**src/rtl/axil_master_arbiter_if.sv**
```systemverilog
// AXI-Lite link bundle; the arbiter uses it for both requester ports and the interconnect port.
interface axil_master_arbiter_if #(
  parameter int DATA_WIDTH = 32,
  parameter int ADDR_WIDTH = 32,
  parameter int STRB_WIDTH = DATA_WIDTH/8
);
  logic [ADDR_WIDTH-1:0] awaddr;
  logic [2:0]            awprot;
  logic                  awvalid;
  logic                  awready;
  logic [DATA_WIDTH-1:0] wdata;
  logic [STRB_WIDTH-1:0] wstrb;
  logic                  wvalid;
  logic                  wready;
  logic [1:0]            bresp;
  logic                  bvalid;
  logic                  bready;
  logic [ADDR_WIDTH-1:0] araddr;
  logic [2:0]            arprot;
  logic                  arvalid;
  logic                  arready;
  logic [DATA_WIDTH-1:0] rdata;
  logic [1:0]            rresp;
  logic                  rvalid;
  logic                  rready;

  modport master (
    output awaddr, awprot, awvalid, wdata, wstrb, wvalid, bready,
           araddr, arprot, arvalid, rready,
    input  awready, wready, bresp, bvalid, arready, rdata, rresp, rvalid
  );

  modport slave (
    input  awaddr, awprot, awvalid, wdata, wstrb, wvalid, bready,
           araddr, arprot, arvalid, rready,
    output awready, wready, bresp, bvalid, arready, rdata, rresp, rvalid
  );
endinterface

```
**src/rtl/axil_master_arbiter.sv**
```systemverilog
// Two-requester AXI-Lite arbiter, one transaction in flight, granted channels pass through.
// Define AXIL_ARB_RR_EN for round-robin tie-break; otherwise requester 0 has fixed priority.
module axil_master_arbiter #(
  parameter int DATA_WIDTH = 32,
  parameter int ADDR_WIDTH = 32,
  parameter int STRB_WIDTH = DATA_WIDTH/8
) (
  input  logic                         clk,
  input  logic                         rst,
  axil_master_arbiter_if.slave         s0_axil,
  axil_master_arbiter_if.slave         s1_axil,
  axil_master_arbiter_if.master        m_axil,
  output logic [1:0]                   grant,
  output logic                         busy
);
  localparam int NREQ = 2;

  typedef enum logic [1:0] {IDLE, READ, WRITE} state_t;
  state_t state;
  logic   aw_done, w_done, ar_done;

  // Requester ports flattened into arrays so the mux can index by grant.
  logic [NREQ-1:0]                 awvalid_s, wvalid_s, bready_s, arvalid_s, rready_s;
  logic [NREQ-1:0][ADDR_WIDTH-1:0] awaddr_s, araddr_s;
  logic [NREQ-1:0][2:0]            awprot_s, arprot_s;
  logic [NREQ-1:0][DATA_WIDTH-1:0] wdata_s, rdata_s;
  logic [NREQ-1:0][STRB_WIDTH-1:0] wstrb_s;
  logic [NREQ-1:0]                 awready_s, wready_s, bvalid_s, arready_s, rvalid_s;
  logic [NREQ-1:0][1:0]            bresp_s, rresp_s;

  assign awvalid_s = {s1_axil.awvalid, s0_axil.awvalid};
  assign awaddr_s  = {s1_axil.awaddr,  s0_axil.awaddr};
  assign awprot_s  = {s1_axil.awprot,  s0_axil.awprot};
  assign wvalid_s  = {s1_axil.wvalid,  s0_axil.wvalid};
  assign wdata_s   = {s1_axil.wdata,   s0_axil.wdata};
  assign wstrb_s   = {s1_axil.wstrb,   s0_axil.wstrb};
  assign bready_s  = {s1_axil.bready,  s0_axil.bready};
  assign arvalid_s = {s1_axil.arvalid, s0_axil.arvalid};
  assign araddr_s  = {s1_axil.araddr,  s0_axil.araddr};
  assign arprot_s  = {s1_axil.arprot,  s0_axil.arprot};
  assign rready_s  = {s1_axil.rready,  s0_axil.rready};

  assign s0_axil.awready = awready_s[0];
  assign s0_axil.wready  = wready_s[0];
  assign s0_axil.bvalid  = bvalid_s[0];
  assign s0_axil.bresp   = bresp_s[0];
  assign s0_axil.arready = arready_s[0];
  assign s0_axil.rvalid  = rvalid_s[0];
  assign s0_axil.rdata   = rdata_s[0];
  assign s0_axil.rresp   = rresp_s[0];
  assign s1_axil.awready = awready_s[1];
  assign s1_axil.wready  = wready_s[1];
  assign s1_axil.bvalid  = bvalid_s[1];
  assign s1_axil.bresp   = bresp_s[1];
  assign s1_axil.arready = arready_s[1];
  assign s1_axil.rvalid  = rvalid_s[1];
  assign s1_axil.rdata   = rdata_s[1];
  assign s1_axil.rresp   = rresp_s[1];

  logic sel, rd_act, wr_act;
  assign sel    = grant[1];
  assign rd_act = (state == READ);
  assign wr_act = (state == WRITE);

  // Done flags mask valid/ready so each address/data beat is passed exactly once.
  always_comb begin
    m_axil.awaddr  = wr_act ? awaddr_s[sel] : '0;
    m_axil.awprot  = wr_act ? awprot_s[sel] : '0;
    m_axil.awvalid = wr_act & awvalid_s[sel] & ~aw_done;
    m_axil.wdata   = wr_act ? wdata_s[sel] : '0;
    m_axil.wstrb   = wr_act ? wstrb_s[sel] : '0;
    m_axil.wvalid  = wr_act & wvalid_s[sel] & ~w_done;
    m_axil.bready  = wr_act & bready_s[sel];
    m_axil.araddr  = rd_act ? araddr_s[sel] : '0;
    m_axil.arprot  = rd_act ? arprot_s[sel] : '0;
    m_axil.arvalid = rd_act & arvalid_s[sel] & ~ar_done;
    m_axil.rready  = rd_act & rready_s[sel];

    awready_s = '0;
    wready_s  = '0;
    bvalid_s  = '0;
    bresp_s   = '0;
    arready_s = '0;
    rvalid_s  = '0;
    rdata_s   = '0;
    rresp_s   = '0;
    awready_s[sel] = wr_act & m_axil.awready & ~aw_done;
    wready_s[sel]  = wr_act & m_axil.wready & ~w_done;
    bvalid_s[sel]  = wr_act & m_axil.bvalid;
    bresp_s[sel]   = wr_act ? m_axil.bresp : 2'b00;
    arready_s[sel] = rd_act & m_axil.arready & ~ar_done;
    rvalid_s[sel]  = rd_act & m_axil.rvalid;
    rdata_s[sel]   = rd_act ? m_axil.rdata : '0;
    rresp_s[sel]   = rd_act ? m_axil.rresp : 2'b00;
  end

  logic aw_hs, w_hs, b_hs, ar_hs, r_hs;
  assign aw_hs = m_axil.awvalid & m_axil.awready;
  assign w_hs  = m_axil.wvalid  & m_axil.wready;
  assign b_hs  = m_axil.bvalid  & m_axil.bready;
  assign ar_hs = m_axil.arvalid & m_axil.arready;
  assign r_hs  = m_axil.rvalid  & m_axil.rready;

  logic [NREQ-1:0] req;
  logic            win;
  assign req = awvalid_s | arvalid_s;

`ifdef AXIL_ARB_RR_EN
  logic last;
  // On a tie the requester not granted last time wins.
  assign win = (&req) ? ~last : req[1];
`else
  assign win = (&req) ? 1'b0 : req[1];
`endif

  always_ff @(posedge clk or posedge rst) begin
    if (rst) begin
      state   <= IDLE;
      grant   <= '0;
      busy    <= 1'b0;
      aw_done <= 1'b0;
      w_done  <= 1'b0;
      ar_done <= 1'b0;
`ifdef AXIL_ARB_RR_EN
      last    <= 1'b1;
`endif
    end else begin
      case (state)
        IDLE: begin
          if (|req) begin
            grant <= win ? 2'b10 : 2'b01;
            busy  <= 1'b1;
            state <= awvalid_s[win] ? WRITE : READ;
`ifdef AXIL_ARB_RR_EN
            last  <= win;
`endif
          end
        end
        READ: begin
          if (ar_hs) ar_done <= 1'b1;
          if (r_hs) begin
            state   <= IDLE;
            grant   <= '0;
            busy    <= 1'b0;
            ar_done <= 1'b0;
          end
        end
        WRITE: begin
          if (aw_hs) aw_done <= 1'b1;
          if (w_hs)  w_done  <= 1'b1;
          if (b_hs) begin
            state   <= IDLE;
            grant   <= '0;
            busy    <= 1'b0;
            aw_done <= 1'b0;
            w_done  <= 1'b0;
          end
        end
        default: begin
          state <= IDLE;
          grant <= '0;
          busy  <= 1'b0;
        end
      endcase
    end
  end
endmodule
```
**src/flat_wrapper.sv**
```systemverilog
// flat-port wrapper written by rule: the top's interface ports become plain ports
module axil_master_arbiter_flat 
#(
  parameter int DATA_WIDTH = 32,
  parameter int ADDR_WIDTH = 32,
  parameter int STRB_WIDTH = DATA_WIDTH/8
)
  (clk, rst, grant, busy, s0_axil_awaddr, s0_axil_awprot, s0_axil_awvalid, s0_axil_wdata, s0_axil_wstrb, s0_axil_wvalid, s0_axil_bready, s0_axil_araddr, s0_axil_arprot, s0_axil_arvalid, s0_axil_rready, s0_axil_awready, s0_axil_wready, s0_axil_bresp, s0_axil_bvalid, s0_axil_arready, s0_axil_rdata, s0_axil_rresp, s0_axil_rvalid, s1_axil_awaddr, s1_axil_awprot, s1_axil_awvalid, s1_axil_wdata, s1_axil_wstrb, s1_axil_wvalid, s1_axil_bready, s1_axil_araddr, s1_axil_arprot, s1_axil_arvalid, s1_axil_rready, s1_axil_awready, s1_axil_wready, s1_axil_bresp, s1_axil_bvalid, s1_axil_arready, s1_axil_rdata, s1_axil_rresp, s1_axil_rvalid, m_axil_awaddr, m_axil_awprot, m_axil_awvalid, m_axil_wdata, m_axil_wstrb, m_axil_wvalid, m_axil_bready, m_axil_araddr, m_axil_arprot, m_axil_arvalid, m_axil_rready, m_axil_awready, m_axil_wready, m_axil_bresp, m_axil_bvalid, m_axil_arready, m_axil_rdata, m_axil_rresp, m_axil_rvalid);
  axil_master_arbiter_if #(.DATA_WIDTH(DATA_WIDTH), .ADDR_WIDTH(ADDR_WIDTH), .STRB_WIDTH(STRB_WIDTH)) s0_axil_i ();
  axil_master_arbiter_if #(.DATA_WIDTH(DATA_WIDTH), .ADDR_WIDTH(ADDR_WIDTH), .STRB_WIDTH(STRB_WIDTH)) s1_axil_i ();
  axil_master_arbiter_if #(.DATA_WIDTH(DATA_WIDTH), .ADDR_WIDTH(ADDR_WIDTH), .STRB_WIDTH(STRB_WIDTH)) m_axil_i ();
  input  logic clk;
  input  logic rst;
  output logic [1:0] grant;
  output logic busy;
  input wire logic [$bits(s0_axil_i.awaddr)-1:0] s0_axil_awaddr;
  input wire logic [$bits(s0_axil_i.awprot)-1:0] s0_axil_awprot;
  input wire logic [$bits(s0_axil_i.awvalid)-1:0] s0_axil_awvalid;
  input wire logic [$bits(s0_axil_i.wdata)-1:0] s0_axil_wdata;
  input wire logic [$bits(s0_axil_i.wstrb)-1:0] s0_axil_wstrb;
  input wire logic [$bits(s0_axil_i.wvalid)-1:0] s0_axil_wvalid;
  input wire logic [$bits(s0_axil_i.bready)-1:0] s0_axil_bready;
  input wire logic [$bits(s0_axil_i.araddr)-1:0] s0_axil_araddr;
  input wire logic [$bits(s0_axil_i.arprot)-1:0] s0_axil_arprot;
  input wire logic [$bits(s0_axil_i.arvalid)-1:0] s0_axil_arvalid;
  input wire logic [$bits(s0_axil_i.rready)-1:0] s0_axil_rready;
  output wire logic [$bits(s0_axil_i.awready)-1:0] s0_axil_awready;
  output wire logic [$bits(s0_axil_i.wready)-1:0] s0_axil_wready;
  output wire logic [$bits(s0_axil_i.bresp)-1:0] s0_axil_bresp;
  output wire logic [$bits(s0_axil_i.bvalid)-1:0] s0_axil_bvalid;
  output wire logic [$bits(s0_axil_i.arready)-1:0] s0_axil_arready;
  output wire logic [$bits(s0_axil_i.rdata)-1:0] s0_axil_rdata;
  output wire logic [$bits(s0_axil_i.rresp)-1:0] s0_axil_rresp;
  output wire logic [$bits(s0_axil_i.rvalid)-1:0] s0_axil_rvalid;
  input wire logic [$bits(s1_axil_i.awaddr)-1:0] s1_axil_awaddr;
  input wire logic [$bits(s1_axil_i.awprot)-1:0] s1_axil_awprot;
  input wire logic [$bits(s1_axil_i.awvalid)-1:0] s1_axil_awvalid;
  input wire logic [$bits(s1_axil_i.wdata)-1:0] s1_axil_wdata;
  input wire logic [$bits(s1_axil_i.wstrb)-1:0] s1_axil_wstrb;
  input wire logic [$bits(s1_axil_i.wvalid)-1:0] s1_axil_wvalid;
  input wire logic [$bits(s1_axil_i.bready)-1:0] s1_axil_bready;
  input wire logic [$bits(s1_axil_i.araddr)-1:0] s1_axil_araddr;
  input wire logic [$bits(s1_axil_i.arprot)-1:0] s1_axil_arprot;
  input wire logic [$bits(s1_axil_i.arvalid)-1:0] s1_axil_arvalid;
  input wire logic [$bits(s1_axil_i.rready)-1:0] s1_axil_rready;
  output wire logic [$bits(s1_axil_i.awready)-1:0] s1_axil_awready;
  output wire logic [$bits(s1_axil_i.wready)-1:0] s1_axil_wready;
  output wire logic [$bits(s1_axil_i.bresp)-1:0] s1_axil_bresp;
  output wire logic [$bits(s1_axil_i.bvalid)-1:0] s1_axil_bvalid;
  output wire logic [$bits(s1_axil_i.arready)-1:0] s1_axil_arready;
  output wire logic [$bits(s1_axil_i.rdata)-1:0] s1_axil_rdata;
  output wire logic [$bits(s1_axil_i.rresp)-1:0] s1_axil_rresp;
  output wire logic [$bits(s1_axil_i.rvalid)-1:0] s1_axil_rvalid;
  output wire logic [$bits(m_axil_i.awaddr)-1:0] m_axil_awaddr;
  output wire logic [$bits(m_axil_i.awprot)-1:0] m_axil_awprot;
  output wire logic [$bits(m_axil_i.awvalid)-1:0] m_axil_awvalid;
  output wire logic [$bits(m_axil_i.wdata)-1:0] m_axil_wdata;
  output wire logic [$bits(m_axil_i.wstrb)-1:0] m_axil_wstrb;
  output wire logic [$bits(m_axil_i.wvalid)-1:0] m_axil_wvalid;
  output wire logic [$bits(m_axil_i.bready)-1:0] m_axil_bready;
  output wire logic [$bits(m_axil_i.araddr)-1:0] m_axil_araddr;
  output wire logic [$bits(m_axil_i.arprot)-1:0] m_axil_arprot;
  output wire logic [$bits(m_axil_i.arvalid)-1:0] m_axil_arvalid;
  output wire logic [$bits(m_axil_i.rready)-1:0] m_axil_rready;
  input wire logic [$bits(m_axil_i.awready)-1:0] m_axil_awready;
  input wire logic [$bits(m_axil_i.wready)-1:0] m_axil_wready;
  input wire logic [$bits(m_axil_i.bresp)-1:0] m_axil_bresp;
  input wire logic [$bits(m_axil_i.bvalid)-1:0] m_axil_bvalid;
  input wire logic [$bits(m_axil_i.arready)-1:0] m_axil_arready;
  input wire logic [$bits(m_axil_i.rdata)-1:0] m_axil_rdata;
  input wire logic [$bits(m_axil_i.rresp)-1:0] m_axil_rresp;
  input wire logic [$bits(m_axil_i.rvalid)-1:0] m_axil_rvalid;
  assign s0_axil_i.awaddr = s0_axil_awaddr;
  assign s0_axil_i.awprot = s0_axil_awprot;
  assign s0_axil_i.awvalid = s0_axil_awvalid;
  assign s0_axil_i.wdata = s0_axil_wdata;
  assign s0_axil_i.wstrb = s0_axil_wstrb;
  assign s0_axil_i.wvalid = s0_axil_wvalid;
  assign s0_axil_i.bready = s0_axil_bready;
  assign s0_axil_i.araddr = s0_axil_araddr;
  assign s0_axil_i.arprot = s0_axil_arprot;
  assign s0_axil_i.arvalid = s0_axil_arvalid;
  assign s0_axil_i.rready = s0_axil_rready;
  assign s0_axil_awready = s0_axil_i.awready;
  assign s0_axil_wready = s0_axil_i.wready;
  assign s0_axil_bresp = s0_axil_i.bresp;
  assign s0_axil_bvalid = s0_axil_i.bvalid;
  assign s0_axil_arready = s0_axil_i.arready;
  assign s0_axil_rdata = s0_axil_i.rdata;
  assign s0_axil_rresp = s0_axil_i.rresp;
  assign s0_axil_rvalid = s0_axil_i.rvalid;
  assign s1_axil_i.awaddr = s1_axil_awaddr;
  assign s1_axil_i.awprot = s1_axil_awprot;
  assign s1_axil_i.awvalid = s1_axil_awvalid;
  assign s1_axil_i.wdata = s1_axil_wdata;
  assign s1_axil_i.wstrb = s1_axil_wstrb;
  assign s1_axil_i.wvalid = s1_axil_wvalid;
  assign s1_axil_i.bready = s1_axil_bready;
  assign s1_axil_i.araddr = s1_axil_araddr;
  assign s1_axil_i.arprot = s1_axil_arprot;
  assign s1_axil_i.arvalid = s1_axil_arvalid;
  assign s1_axil_i.rready = s1_axil_rready;
  assign s1_axil_awready = s1_axil_i.awready;
  assign s1_axil_wready = s1_axil_i.wready;
  assign s1_axil_bresp = s1_axil_i.bresp;
  assign s1_axil_bvalid = s1_axil_i.bvalid;
  assign s1_axil_arready = s1_axil_i.arready;
  assign s1_axil_rdata = s1_axil_i.rdata;
  assign s1_axil_rresp = s1_axil_i.rresp;
  assign s1_axil_rvalid = s1_axil_i.rvalid;
  assign m_axil_awaddr = m_axil_i.awaddr;
  assign m_axil_awprot = m_axil_i.awprot;
  assign m_axil_awvalid = m_axil_i.awvalid;
  assign m_axil_wdata = m_axil_i.wdata;
  assign m_axil_wstrb = m_axil_i.wstrb;
  assign m_axil_wvalid = m_axil_i.wvalid;
  assign m_axil_bready = m_axil_i.bready;
  assign m_axil_araddr = m_axil_i.araddr;
  assign m_axil_arprot = m_axil_i.arprot;
  assign m_axil_arvalid = m_axil_i.arvalid;
  assign m_axil_rready = m_axil_i.rready;
  assign m_axil_i.awready = m_axil_awready;
  assign m_axil_i.wready = m_axil_wready;
  assign m_axil_i.bresp = m_axil_bresp;
  assign m_axil_i.bvalid = m_axil_bvalid;
  assign m_axil_i.arready = m_axil_arready;
  assign m_axil_i.rdata = m_axil_rdata;
  assign m_axil_i.rresp = m_axil_rresp;
  assign m_axil_i.rvalid = m_axil_rvalid;
  axil_master_arbiter #(.DATA_WIDTH(DATA_WIDTH), .ADDR_WIDTH(ADDR_WIDTH), .STRB_WIDTH(STRB_WIDTH)) u_core (.clk(clk), .rst(rst), .s0_axil(s0_axil_i), .s1_axil(s1_axil_i), .m_axil(m_axil_i), .grant(grant), .busy(busy));
endmodule
```
**config.mk**
```make
export PLATFORM = sky130hd
export DESIGN_NAME = axil_master_arbiter_flat
export DESIGN_NICKNAME = d
export VERILOG_FILES = /design/src/rtl/axil_master_arbiter_if.sv /design/src/rtl/axil_master_arbiter.sv /design/src/flat_wrapper.sv
export SDC_FILE = /design/constraint.sdc
export NUM_CORES = 1
export LEC_CHECK = 0
export CAP_MARGIN = 20
export CORE_AREA = 2 2 181 183
export CTS_CLUSTER_SIZE = 20
export DETAILED_ROUTE_END_ITERATION = 8
export DIE_AREA = 0 0 183 185
export PLACE_DENSITY_LB_ADDON = 0.05
export SLEW_MARGIN = 40
export SYNTH_ARGS = -nofsm -noshare
export SYNTH_HDL_FRONTEND = slang
export SYNTH_SLANG_ARGS = --single-unit
```
**constraint.sdc**
```tcl
create_clock -name clk -period 2.1 [get_ports clk]
set_clock_uncertainty 0.05 [all_clocks]
set_input_delay 0.42 -clock clk [delete_from_list [all_inputs] [get_ports clk]]
set_output_delay 0.42 -clock clk [all_outputs]
set_load 0.005 [all_outputs]
```
Word level (Yosys, flattened, before mapping)
Cells that the tools add are included.
- input bits: 265
- word-level logic and storage cells: 116
- latch bits: 0
- ROM bits: 0
- flip-flop bits (word level): 8
- memory bits (writable): 0
- memories: 0
- order comparisons: 3
- reduce and logical (&&, ||, !) cells: 11
- muxes and demuxes: 58
- add/sub/neg operators: 0
- div/mod/pow operators: 0
- bitwise operators: 33
- shifts and indexed selects: 0
- eq/ne operators: 5
- $mul: 0
- operators by type and width (cell ; count):
    $mux 32 ; 11
    $and 64x64->64 ; 1
    $demux 32 s1 ; 1
    $mux 1 ; 23
    $and 1x1->1 ; 21
    $mux 2 ; 9
    $mux 3 ; 6
    $mux 4 ; 3
    $pmux 2 s3 ; 2
    $and 2x2->2 ; 5
    $and 4x4->4 ; 2
    $reduce_and 2->1 ; 4
    $reduce_bool 2->1 ; 3
    $lt 1x2->1 const B ; 2
    $ne 2x2->1 const B ; 2
    $not 1->1 ; 3
    $pmux 1 s3 ; 1
    $reduce_and 3->1 ; 1
    $demux 2 s1 ; 1
    $eq 2x1->1 const B ; 1
    $eq 2x2->1 const B ; 1
    $logic_not 2->1 ; 1
    $ne 2x1->1 const B ; 1
    $or 2x2->2 ; 1
    other kinds (4) ; 4

Longest topological paths before layout
- word-level depth: 8
- depth in mapped cells: 6

Least setup slack after synthesis
OpenSTA, ideal clock, no wires.
- path kind: flip-flop to output port
- start: register u_core.grant[1]
- end: output s0_axil_bresp[0]
- data arrival time: 1.093 ns
- cell stages (with the launch flop): 6
- path buffers: 3
- slack: 0.537 ns
- path through: dfrtp_1 buf_6 buf_6 buf_4 nor2_1 and2_1
- cells in the longest elaborated chain, start to end: 5
- elaborated cells on any way between the ends: 6
- ends and longest elaborated chain (what ; line ; source):
    start: declaration ; axil_master_arbiter.sv:13 ; output logic [1:0] grant,
    start signal: assignment ; axil_master_arbiter.sv:131 ; grant <= win ? 2'b10 : 2'b01;
    $lt 1x2->1 (not written as such) or $ge 1x1->1 (tied branches) ; axil_master_arbiter.sv:90 ; bresp_s[sel] = wr_act ? m_axil.bresp : 2'b00;
    $logic_and 1x1->1 (not written as such) ; axil_master_arbiter.sv:90 ;
    $mux 2 ; axil_master_arbiter.sv:90 ;
    $demux 2 s1 * ; - ;
    $and 4x4->4 (no line) * ; - ;
    end: declaration ; flat_wrapper.sv:29 ; output wire logic [$bits(s0_axil_i.bresp)-1:0] s0_axil_bresp;
Mark *: on every way between the ends. The rest lies on a longest branch, timed or not.

Worst setup path in the final report
- start: register u_core.grant[1]
- end: output s0_axil_rdata[31]
- cells in the longest elaborated chain, start to end: 5
- elaborated cells on any way between the ends: 6
- ends and longest elaborated chain (what ; line ; source):
    $lt 1x2->1 (not written as such) or $ge 1x1->1 (tied branches) ; axil_master_arbiter.sv:93 ; rdata_s[sel] = rd_act ? m_axil.rdata : '0;
    $logic_and 1x1->1 (not written as such) ; axil_master_arbiter.sv:93 ;
    $mux 32 ; axil_master_arbiter.sv:93 ;
    $demux 32 s1 * ; - ;
    $and 64x64->64 (no line) * ; - ;
    end: declaration ; flat_wrapper.sv:32 ; output wire logic [$bits(s0_axil_i.rdata)-1:0] s0_axil_rdata;
Marks and branches as above.

==> summary.txt <==
Floorplan
  – DIE AREA: roughly 0.034 sq mm
  – Standard-cell rows: 66
  – Core area: between 0.03 and 0.04 sq mm
  – Die Ht: 185 microns
  – Die width: between 150 and 200 microns
  – Initial Utilization: 8.61%
  – I/O pin cnt: 461

Pwr
  – PwrDens: approximately 630 mW/mm^2
  – Net Sw Frac: about two fifths
  – Psw: between 2 and 2.5 mW
  – Combinational fraction of design power: 87.6%
  – Seq pwr share: roughly 5.9%
  – VDD IR max: ~0.25 mV
  – Int Power: between 3 and 4 mW
  – Leakage: ~3.8 nW
  – Tot Pwr: about 5.2 mW
  – Clock Power Share: under 10%

Clocking
  – # H-tree levels: 1
  – Clk buf depth: 2
  – CTS Buf Count: 3
  – CTS sink count: 8
  – CTS tree: done
  – Root buf cell: clkbuf_16
  – Clock slew at reported path FFs: 40 ps
  – Hold_buf cts: 0
  – Clk Latency, worst-skew pair: 240 ps

Yosys
  – Synth Cell Area: about 0.0028 sq mm
  – Post-Syn Nets: between 600 and 700
  – YS warnings: 0
  – Gate Count Post-Synth: roughly 400
  – FF+latch count, synth: 8
  – Avg Cell Area, Syn: between 6 and 7 sq um
  – Register area share after synthesis: about 7.3%
  – Synth cell types: 29

Run
  – MaxCap Viol Count: 0

GRT
  – Vias in the first global route: between 4000 and 5000
  – Residual overflow from global routing: 0
  – First-pass GRT wire length: a little over 30 mm
  – Global Route Usage Sum: a little under an eighth
  – Largest net degree at the start of global routing: 36
  – Initial antenna violation count: 0

STA
  – RSZ-0062 raised after global routing: yes
  – Number of setup violations in the final report: 10
  – Slew headroom: between 70% and 80%
  – Tmin final: around 2100 ps
  – PnR worst setup slack: -35.4 ps
  – Worst Max-Slew Pin Slew: 397 ps
  – Final Hold Vio Count: 0
  – Tcrit/Tclk final: 102%
  – Final Slew Violations: 0
  – Setup TNS: -160 ps
  – Max Clk Rate: approximately 470 MHz

Final layout
  – Layout cells sized above 1: around a quarter
  – FILL cells: around 3600
  – Antenna diode count: 0
  – # nets final: around 1200
  – Area added between synthesis and finish: 202%

Placed design
  – Final HPWL DP: approximately 18 mm
  – Count of input and output buffers: 460
  – Routability Congestion: between 0.7 and 0.8

Route
  – Initial DRC Count: 82
  – Drt pass-1 iters: 4
  – # DRC: 0
  – Post-route antenna net violation count: 0
  – Routed WL: roughly 22 mm
  – Vias: about 4800
  – Vias per Instance: around 3.7
  – Routed length per instance: between 15 and 20 microns

Setup path
  – Required time worst endpoint: ~1600 ps
  – Worst EP arrival: approximately 1700 ps
  – Setup crit end kind: primary output
  – WS Path Type: register to primary output
  – CP max FO: 17
  – CP Launch Type: register
  – Largest stage delay, worst path: roughly 500 ps
  – Critical Path Slowest Stage Cell: dfrtp_4
  – Crit-path cells: buf_12, nor2_4, buf_4, clkbuf_16, and2_1, dlygate4sd2_1

Run status
  – Status: finished, violations left
  – Failing checks: negative setup slack

Min path
  – Min-Delay Path Class: input port to async pin
## final timing paths
| kind | start | to | slack, ps | cells past startpoint |
|---|---|---|---|---|
| worst max-delay path | u_core.grant[1] | s0_axil_rdata[31] | -40 | 6 |
| worst min-delay path | rst | u_core.busy | 420 | 2 |
| worst max register to register | u_core.grant[1] | u_core.grant[0] | 120 | 8 |
| worst min register to register | u_core.grant[0] | u_core.grant[0] | 480 | 2 |
| max in group asynchronous | rst | u_core.grant[1] | 1260 | 2 |
| min in group clk | u_core.grant[0] | u_core.grant[0] | 480 | 2 |
## final cells by class
cell class	count	area (sq um)	area share [%]
Multi-Input combinational cell	346	2410	29.0
Tap cell	408	510	6.13
Inverter	3	11.3	0.135
Clock buffer	4	78.8	0.946
Timing Repair Buffer	540	5110	61.3
Sequential cell	8	206	2.48
## power by group through the flow
stage / clock network [mW] / logic (mW) / registers (mW)
after CTS: 0.358 / 4.59 / 0.314
after detailed placement: 0 / 4.68 / 0.311
after global placement: 0 / 4.70 / 0.309
after global routing: 0.363 / 5.03 / 0.323
after floorplan: 0 / 1.64 / 0.271
final: 0.340 / 4.59 / 0.311
## stage by stage
stage               area (sq um)  worst slack [ps]  hold slack [ps]  cells  util [%]
finish                      8330             -35.4              423   1309      26.0
floorplan                   2760               537              186    396         -
CTS                         8330              -260              437   1292      26.0
global route                8330             -95.2              465   1309      26.0
detailed placement          8130              -191              476   1272      25.4
global placement            8130              -232              456   1272      25.4
## state kept, by name, summed over array words and instances (netlist names)
register / flops
u_core.aw_done: 1
u_core.ar_done: 1
u_core.busy: 1
u_core.grant: 2
u_core.w_done: 1
u_core.state: 2
## worst max-delay path, delay by kind of cell, from the launching register on
kind,cells,cell delay [ps]
buffers and inverters,4,700
and+or+nand+nor,2,220
DFF,1,500
## logic make-up after synthesis
family,share of synthesized area [%]
and+or+nand+nor,38.9
AOI/OAI and AO/OA,4.08
DFF,7.26
buffers and inverters,9.12
muxes,40.6
## layer usage
layer / wire length [microns] / GRT usage (%) / part of all wire, % / vias up
met2: 12000 / 24.0 / 55 / 264
met1: 7660 / 11.5 / 35 / 2157
met5: 0 / 0 / 0 / -
met3: 2130 / 3.93 / 9.7 / 10
li1: - / - / - / 2350
met4: 218 / 1.73 / 0.99 / 0
## synthesized netlist by cell type
master,instances,share of area [%]
nand2_1,3,0.41
nor4_2,1,0.45
nor2_2,1,0.23
o31ai_1,1,0.27
o22ai_1,1,0.23
mux2i_1,109,40
inv_1,3,0.41
clkbuf_1,3,0.41
a21oi_4,1,0.59
dfrtp_1,8,7.3
nor2b_1,2,0.45
o21bai_1,1,0.27
and3_1,38,8.6
buf_4,12,3.3
o21ai_1,1,0.18
a21oi_2,2,0.64
nor3_1,9,1.6
buf_6,3,1.2
and2_4,2,0.64
nand2b_2,1,0.32
or2_1,2,0.45
and2_1,38,8.6
nor2_4,1,0.41
nor2_1,116,16
buf_2,21,3.8
mux2_4,2,1.1
a21oi_1,9,1.6
nand2b_1,4,0.91
a21o_1,1,0.27
## timing repair
action,4_1_cts,5_1_grt
gates resized for setup,350,181
gates cloned,4,5
endpoints found under the setup margin,193,132
pin swaps,2,12
buffers inserted,12,14
## cells in the final DEF, fill, tap and decap left out, types with 2 or more instances in the layout
master and n:
clkdlybuf4s50_1 266, nor2_1 111, mux2i_1 102, clkbuf_2 65, dlygate4sd2_1 54, buf_4 46, and3_1 38, and2_1 37
buf_2 34, clkdlybuf4s15_1 26, buf_12 17, a21oi_1 9, clkbuf_16 8, clkdlybuf4s15_2 8, mux2i_2 6, dlymetal6s2s_1 6
buf_6 6, nor3_1 5, nor2_2 5, dfrtp_1 5, nor3_2 4, buf_16 4, and2_4 3, nand2b_4 3
inv_1 3, mux2_4 2, or2_1 2, a21oi_2 2, nand2b_1 2, nor2_4 2, nand2_1 2, buf_8 2
dfrtp_2 2
(Power assumes the default switching activity.)
